File: src/rtl/buffer_reader.sv
// buffer_reader: pops 16-bit words from a buffer, captures each one and
// converts it to five BCD digits with a serial shift-add-3 engine. Parity,
// a wrapping word count and a sticky pop-timeout flag are kept alongside.
module buffer_reader #(
  parameter int HOLD_CYCLES = 4,
  parameter int TIMEOUT     = 8
) (
  input  logic        clk,
  input  logic        rst,
  input  logic        run,
  input  logic        buffer_empty,
  input  logic        data_valid,
  input  logic [15:0] data_in,
  output logic        rd_en,
  output logic [15:0] data_out,
  output logic [19:0] bcd,
  output logic        bcd_valid,
  output logic        parity,
  output logic [7:0]  word_count,
  output logic        timeout_err,
  output logic [2:0]  state
);

  localparam int CONV_CYCLES = 16;
  localparam int MAX_A = (TIMEOUT > HOLD_CYCLES) ? TIMEOUT : HOLD_CYCLES;
  localparam int MAXC  = (MAX_A > CONV_CYCLES) ? MAX_A : CONV_CYCLES;
  localparam int CW    = (MAXC > 1) ? $clog2(MAXC) : 1;

  typedef enum logic [2:0] {
    S_IDLE = 3'd0,
    S_POP  = 3'd1,
    S_WAIT = 3'd2,
    S_CONV = 3'd3,
    S_HOLD = 3'd4
  } state_t;

  state_t      state_q;
  logic [CW-1:0] cnt_q;
  logic        rd_en_q;
  logic [15:0] data_out_q;
  logic [19:0] bcd_q;
  logic        bcd_valid_q;
  logic        parity_q;
  logic [7:0]  word_count_q;
  logic        timeout_err_q;

  // Conversion shift registers. The partial BCD value never exceeds 32767
  // before the last shift, so the top digit is at most 3 and only its low
  // three bits need to be carried between steps.
  logic [15:0] bin_sh_q;
  logic [18:0] bcd_sh_q;
  logic [18:0] adj;
  logic [19:0] bcd_step_d;

  // One shift-add-3 step: correct every digit >= 5, then shift in the next
  // binary bit. Digit 4 can never reach 5, so it is left uncorrected.
  always_comb begin
    adj = bcd_sh_q;
    for (int i = 0; i < 4; i++) begin
      if (adj[4*i +: 4] >= 4'd5) adj[4*i +: 4] = adj[4*i +: 4] + 4'd3;
    end
    bcd_step_d = {adj, bin_sh_q[15]};
  end

  // Control FSM with all outputs registered.
  always_ff @(posedge clk) begin
    if (rst) begin
      state_q       <= S_IDLE;
      cnt_q         <= '0;
      rd_en_q       <= 1'b0;
      data_out_q    <= '0;
      bcd_q         <= '0;
      bcd_valid_q   <= 1'b0;
      parity_q      <= 1'b0;
      word_count_q  <= '0;
      timeout_err_q <= 1'b0;
      bin_sh_q      <= '0;
      bcd_sh_q      <= '0;
    end else begin
      rd_en_q     <= 1'b0;
      bcd_valid_q <= 1'b0;
      case (state_q)
        S_IDLE: begin
          cnt_q <= '0;
          if (run && !buffer_empty) begin
            state_q <= S_POP;
            rd_en_q <= 1'b1;
          end
        end
        S_POP: begin
          state_q <= S_WAIT;
          cnt_q   <= '0;
        end
        S_WAIT: begin
          if (data_valid) begin
            data_out_q   <= data_in;
            parity_q     <= ^data_in;
            word_count_q <= word_count_q + 8'd1;
            bin_sh_q     <= data_in;
            bcd_sh_q     <= '0;
            cnt_q        <= '0;
            state_q      <= S_CONV;
          end else if (cnt_q == CW'(TIMEOUT - 1)) begin
            timeout_err_q <= 1'b1;
            cnt_q         <= '0;
            state_q       <= S_IDLE;
          end else begin
            cnt_q <= cnt_q + 1'b1;
          end
        end
        S_CONV: begin
          bcd_sh_q <= bcd_step_d[18:0];
          bin_sh_q <= {bin_sh_q[14:0], 1'b0};
          if (cnt_q == CW'(CONV_CYCLES - 1)) begin
            bcd_q       <= bcd_step_d;
            bcd_valid_q <= 1'b1;
            cnt_q       <= '0;
            state_q     <= S_HOLD;
          end else begin
            cnt_q <= cnt_q + 1'b1;
          end
        end
        S_HOLD: begin
          if (cnt_q == CW'(HOLD_CYCLES - 1)) begin
            cnt_q   <= '0;
            state_q <= S_IDLE;
          end else begin
            cnt_q <= cnt_q + 1'b1;
          end
        end
        default: begin
          cnt_q   <= '0;
          state_q <= S_IDLE;
        end
      endcase
    end
  end

  assign rd_en       = rd_en_q;
  assign data_out    = data_out_q;
  assign bcd         = bcd_q;
  assign bcd_valid   = bcd_valid_q;
  assign parity      = parity_q;
  assign word_count  = word_count_q;
  assign timeout_err = timeout_err_q;
  assign state       = state_q;

endmodule

File: config.mk
export PLATFORM = sky130hd
export DESIGN_NAME = buffer_reader
export DESIGN_NICKNAME = d
export VERILOG_FILES = /design/src/rtl/buffer_reader.sv
export SDC_FILE = /design/constraint.sdc
export NUM_CORES = 1
export LEC_CHECK = 0
export BUFFER_PORTS_ARGS = -buffer_cell sky130_fd_sc_hd__buf_4
export CAP_MARGIN = 10
export CORE_MARGIN = 2
export CORE_UTILIZATION = 50
export DETAILED_ROUTE_END_ITERATION = 10
export PLACE_DENSITY = 0.76
export REMOVE_ABC_BUFFERS = 1
export SLEW_MARGIN = 5
export SYNTH_ARGS = -nofsm -noshare
export SYNTH_HDL_FRONTEND = slang
export SYNTH_SLANG_ARGS = --single-unit
File: constraint.sdc
create_clock -name clk -period 1.46 [get_ports clk]
set_clock_uncertainty 0.1 [all_clocks]
set_input_delay 0.073 -clock clk [delete_from_list [all_inputs] [get_ports clk]]
set_output_delay 0.073 -clock clk [all_outputs]
set_load 0.005 [all_outputs]
==> flow_summary.json <==
{
  "drive_gt1_frac": 0.4476,
  "syn_to_final_growth_pct": 58.11,
  "layout_common_cells": "112 x buf_4, 81 x nand2_1, 73 x dfxtp_1",
  "synth_warnings": 0,
  "num_antenna_cells": 0,
  "cts_buffer_depth": 2,
  "power_leakage_uw": 0.002384,
  "clock-root-buffer": "clkbuf_8",
  "synth_cell_types": 40,
  "ys.flop_type": "dfxtp_1",
  "grt_usage": 0.2351,
  "max_cap_violations": 0,
  "synth_seq_cells": 90,
  "clk_pin_slew_worst_paths_ps": 100,
  "drt_pass1_iterations": 5,
  "crit_chain": "and3b_2 -> buf_6 -> nor2_8 -> clkbuf_16 -> nand2_1 -> a21oi_1",
  "placed_area_sq_um": 4818,
  "fin_crit_ps": 1710,
  "multi_input_area_sq_um": 2486,
  "max_stage_delay_ps": 400,
  "rows": 32,
  "cp_slowest_cell": "dfxtp_4",
  "tightest_slew_ps": 322.3,
  "clk_latency_ps": 360,
  "relSlewSlack": 0.7848,
  "slew_violations": 0,
  "grt_pass1_vias": 3525,
  "crit_type": "reg -> reg",
  "hold_slack_ps": 13.10,
  "cts-htree-levels": 3,
  "synth_area_sq_um": 3897,
  "syn_area_per_cell_sq_um": 8.510,
  "grt_pass1_wl_microns": 16270,
  "max_freq_mhz": 584.8,
  "wl_microns": 12990,
  "ys_async_sr_fraction": 0,
  "crit_fanout": 12,
  "antenna_found_initial": 0,
  "rsz0062_at_grt": "true",
  "dpl.hpwl_microns": 6025,
  "final_nets": 627,
  "route.detailed.drc": 0,
  "drt_iter0_markers": 317,
  "status": "finished with violations",
  "synth-seq-area-share": 0.4623,
  "rrSetupSlack_ps": -250,
  "cts_inserted_buffers": 9,
  "die-area_sq_um": 8517,
  "dp_cells": 647,
  "gp_congestion": 0.8507,
  "start_util": 0.5097,
  "layout_commonest_cell": "buf_4",
  "hold_viol_final": 0,
  "fin_util": 0.8058,
  "grt_max_degree": 59,
  "cts_sinks": 90,
  "antenna_left": 0,
  "violations": "setup timing",
  "vias": 4057,
  "ios": 72,
  "vdd_ir_drop_max_mv": 0.4848,
  "critPathLaunchType": "flip-flop",
  "synthCells": 458,
  "end_kind": "flip-flop",
  "hold_path.class": "in -> reg",
  "p_per_area_nw_per_um2": 794.3,
  "synth-edff-count": 0,
  "core_area_sq_um": 7647,
  "portBuffers": 71,
  "seq_area_sq_um": 1836,
  "finalWorstSetupSlack_ps": -249.9,
  "fin_crit_sh": 1.171,
  "cp.required_ps": 1640,
  "viasPerCell": 5.771,
  "setup_viol": 72,
  "die_x_microns": 92.29,
  "stdcell_count": 703,
  "final_cell_area_sq_um": 6162,
  "nFillCells": 383,
  "crit_arrival_ps": 1890,
  "dpl_worst_slack_ps": -147.0,
  "cts_tree": "built",
  "die_y_microns": 92.29,
  "routedWlPerCell_microns": 18.48,
  "grt-ovfl-total": 0
}
-- worst max-delay path: cells and delay by family, from the launching register on --
kind            cells  cell delay (ps)
compound gates      1              220
flops               1              400
simple gates        3              540
buf+inv             2              360
-- kinds of logic (layout without fill, tap and decap cells) --
family,after synthesis,after routing,synth area share
adder cells (fa/ha/maj),10,10,0.03210
buffers and inverters,38,181,0.04912
XOR/XNOR,28,28,0.06292
flip-flops,90,90,0.4623
AND/OR/NAND/NOR,184,184,0.2225
multiplexers,4,4,0.01027
AO/OA/AOI/OAI,104,104,0.1608
-- where the power goes --
part	switching [uW]	total (uW)	internal (uW)	leakage, uW
sequential	19.0	2490	2470	0.000736
clock	965	1960	990	0.000109
combinational	223	453	230	0.00154
total	1210	4890	3690	0.00238
-- stage by stage --
step / setup TNS, ps / power (uW)
final: -5407 / 4895
after global routing: -9136 / 5006
after CTS: -1024 / 4800
after detailed placement: -2984 / 2884
after global placement: -1118 / 2878
after floorplan: -44860 / 2701
-- area by class of cell --
cell class | instances | share of cell area
sequential | 90 | 0.2979
timing repair buffer | 154 | 0.2337
clock buffer | 10 | 0.02071
clock inverter | 6 | 0.01563
tap | 102 | 0.02071
inverter | 11 | 0.007919
multi-input combinational | 330 | 0.4035
-- sequential cells by signal (all words and copies together) (netlist names) --
signal	flops
bcd	20
bcd_sh_q	19
bcd_valid	1
bin_sh_q	16
cnt_q	4
data_out	16
parity	1
rd_en	1
state	3
timeout_err	1
word_count	8
-- final timing paths --
path                              start                  endpoint  depth (start not counted)
hold / removal               data_valid  timeout_err$_SDFFE_PP0P_                          4
setup reg to reg  state[2]$_SDFFE_PP0P_  bin_sh_q[0]$_SDFFE_PP0P_                          6
hold reg to reg    bcd[19]$_SDFFE_PP0P_      bcd[19]$_SDFFE_PP0P_                          2
setup / recovery  state[2]$_SDFFE_PP0P_  bin_sh_q[0]$_SDFFE_PP0P_                          6
-- cells in the mapped netlist (3+ instances only) --
cell / number / share of area
a211oi_1: 10 / 0.019
a21oi_1: 45 / 0.058
a22oi_1: 11 / 0.021
a31oi_1: 16 / 0.026
and3_1: 3 / 0.0048
buf_2: 6 / 0.0077
buf_4: 7 / 0.013
clkbuf_1: 11 / 0.011
dfxtp_1: 90 / 0.46
ha_1: 10 / 0.032
inv_1: 11 / 0.011
mux2i_1: 4 / 0.010
nand2_1: 97 / 0.093
nand2b_1: 5 / 0.0080
nand3_1: 8 / 0.010
nor2_1: 34 / 0.033
nor2b_1: 6 / 0.0096
nor3_1: 11 / 0.014
nor3b_1: 8 / 0.015
o21ai_0: 14 / 0.018
xnor2_1: 20 / 0.045
xor2_1: 8 / 0.018
-- per-layer routing --
metal / vias to the layer above / global-route usage / part of all wire
met5: - / 0 / 0
li1: 1842 / - / -
met2: 214 / 0.4136 / 0.51
met4: 0 / 0.1032 / 0.032
met1: 1949 / 0.2867 / 0.39
met3: 52 / 0.03336 / 0.061
-- timing repair --
action | 4_1_cts | 5_1_grt
pin swaps | 8 | 52
buffers inserted | 5 | 11
hold endpoints to repair | 34 | 0
cloned | 1 | 4
gates resized for setup | 53 | 116
setup endpoints to repair | 62 | 82
hold buffers | 19 | 0
(Power assumes the default switching activity.)
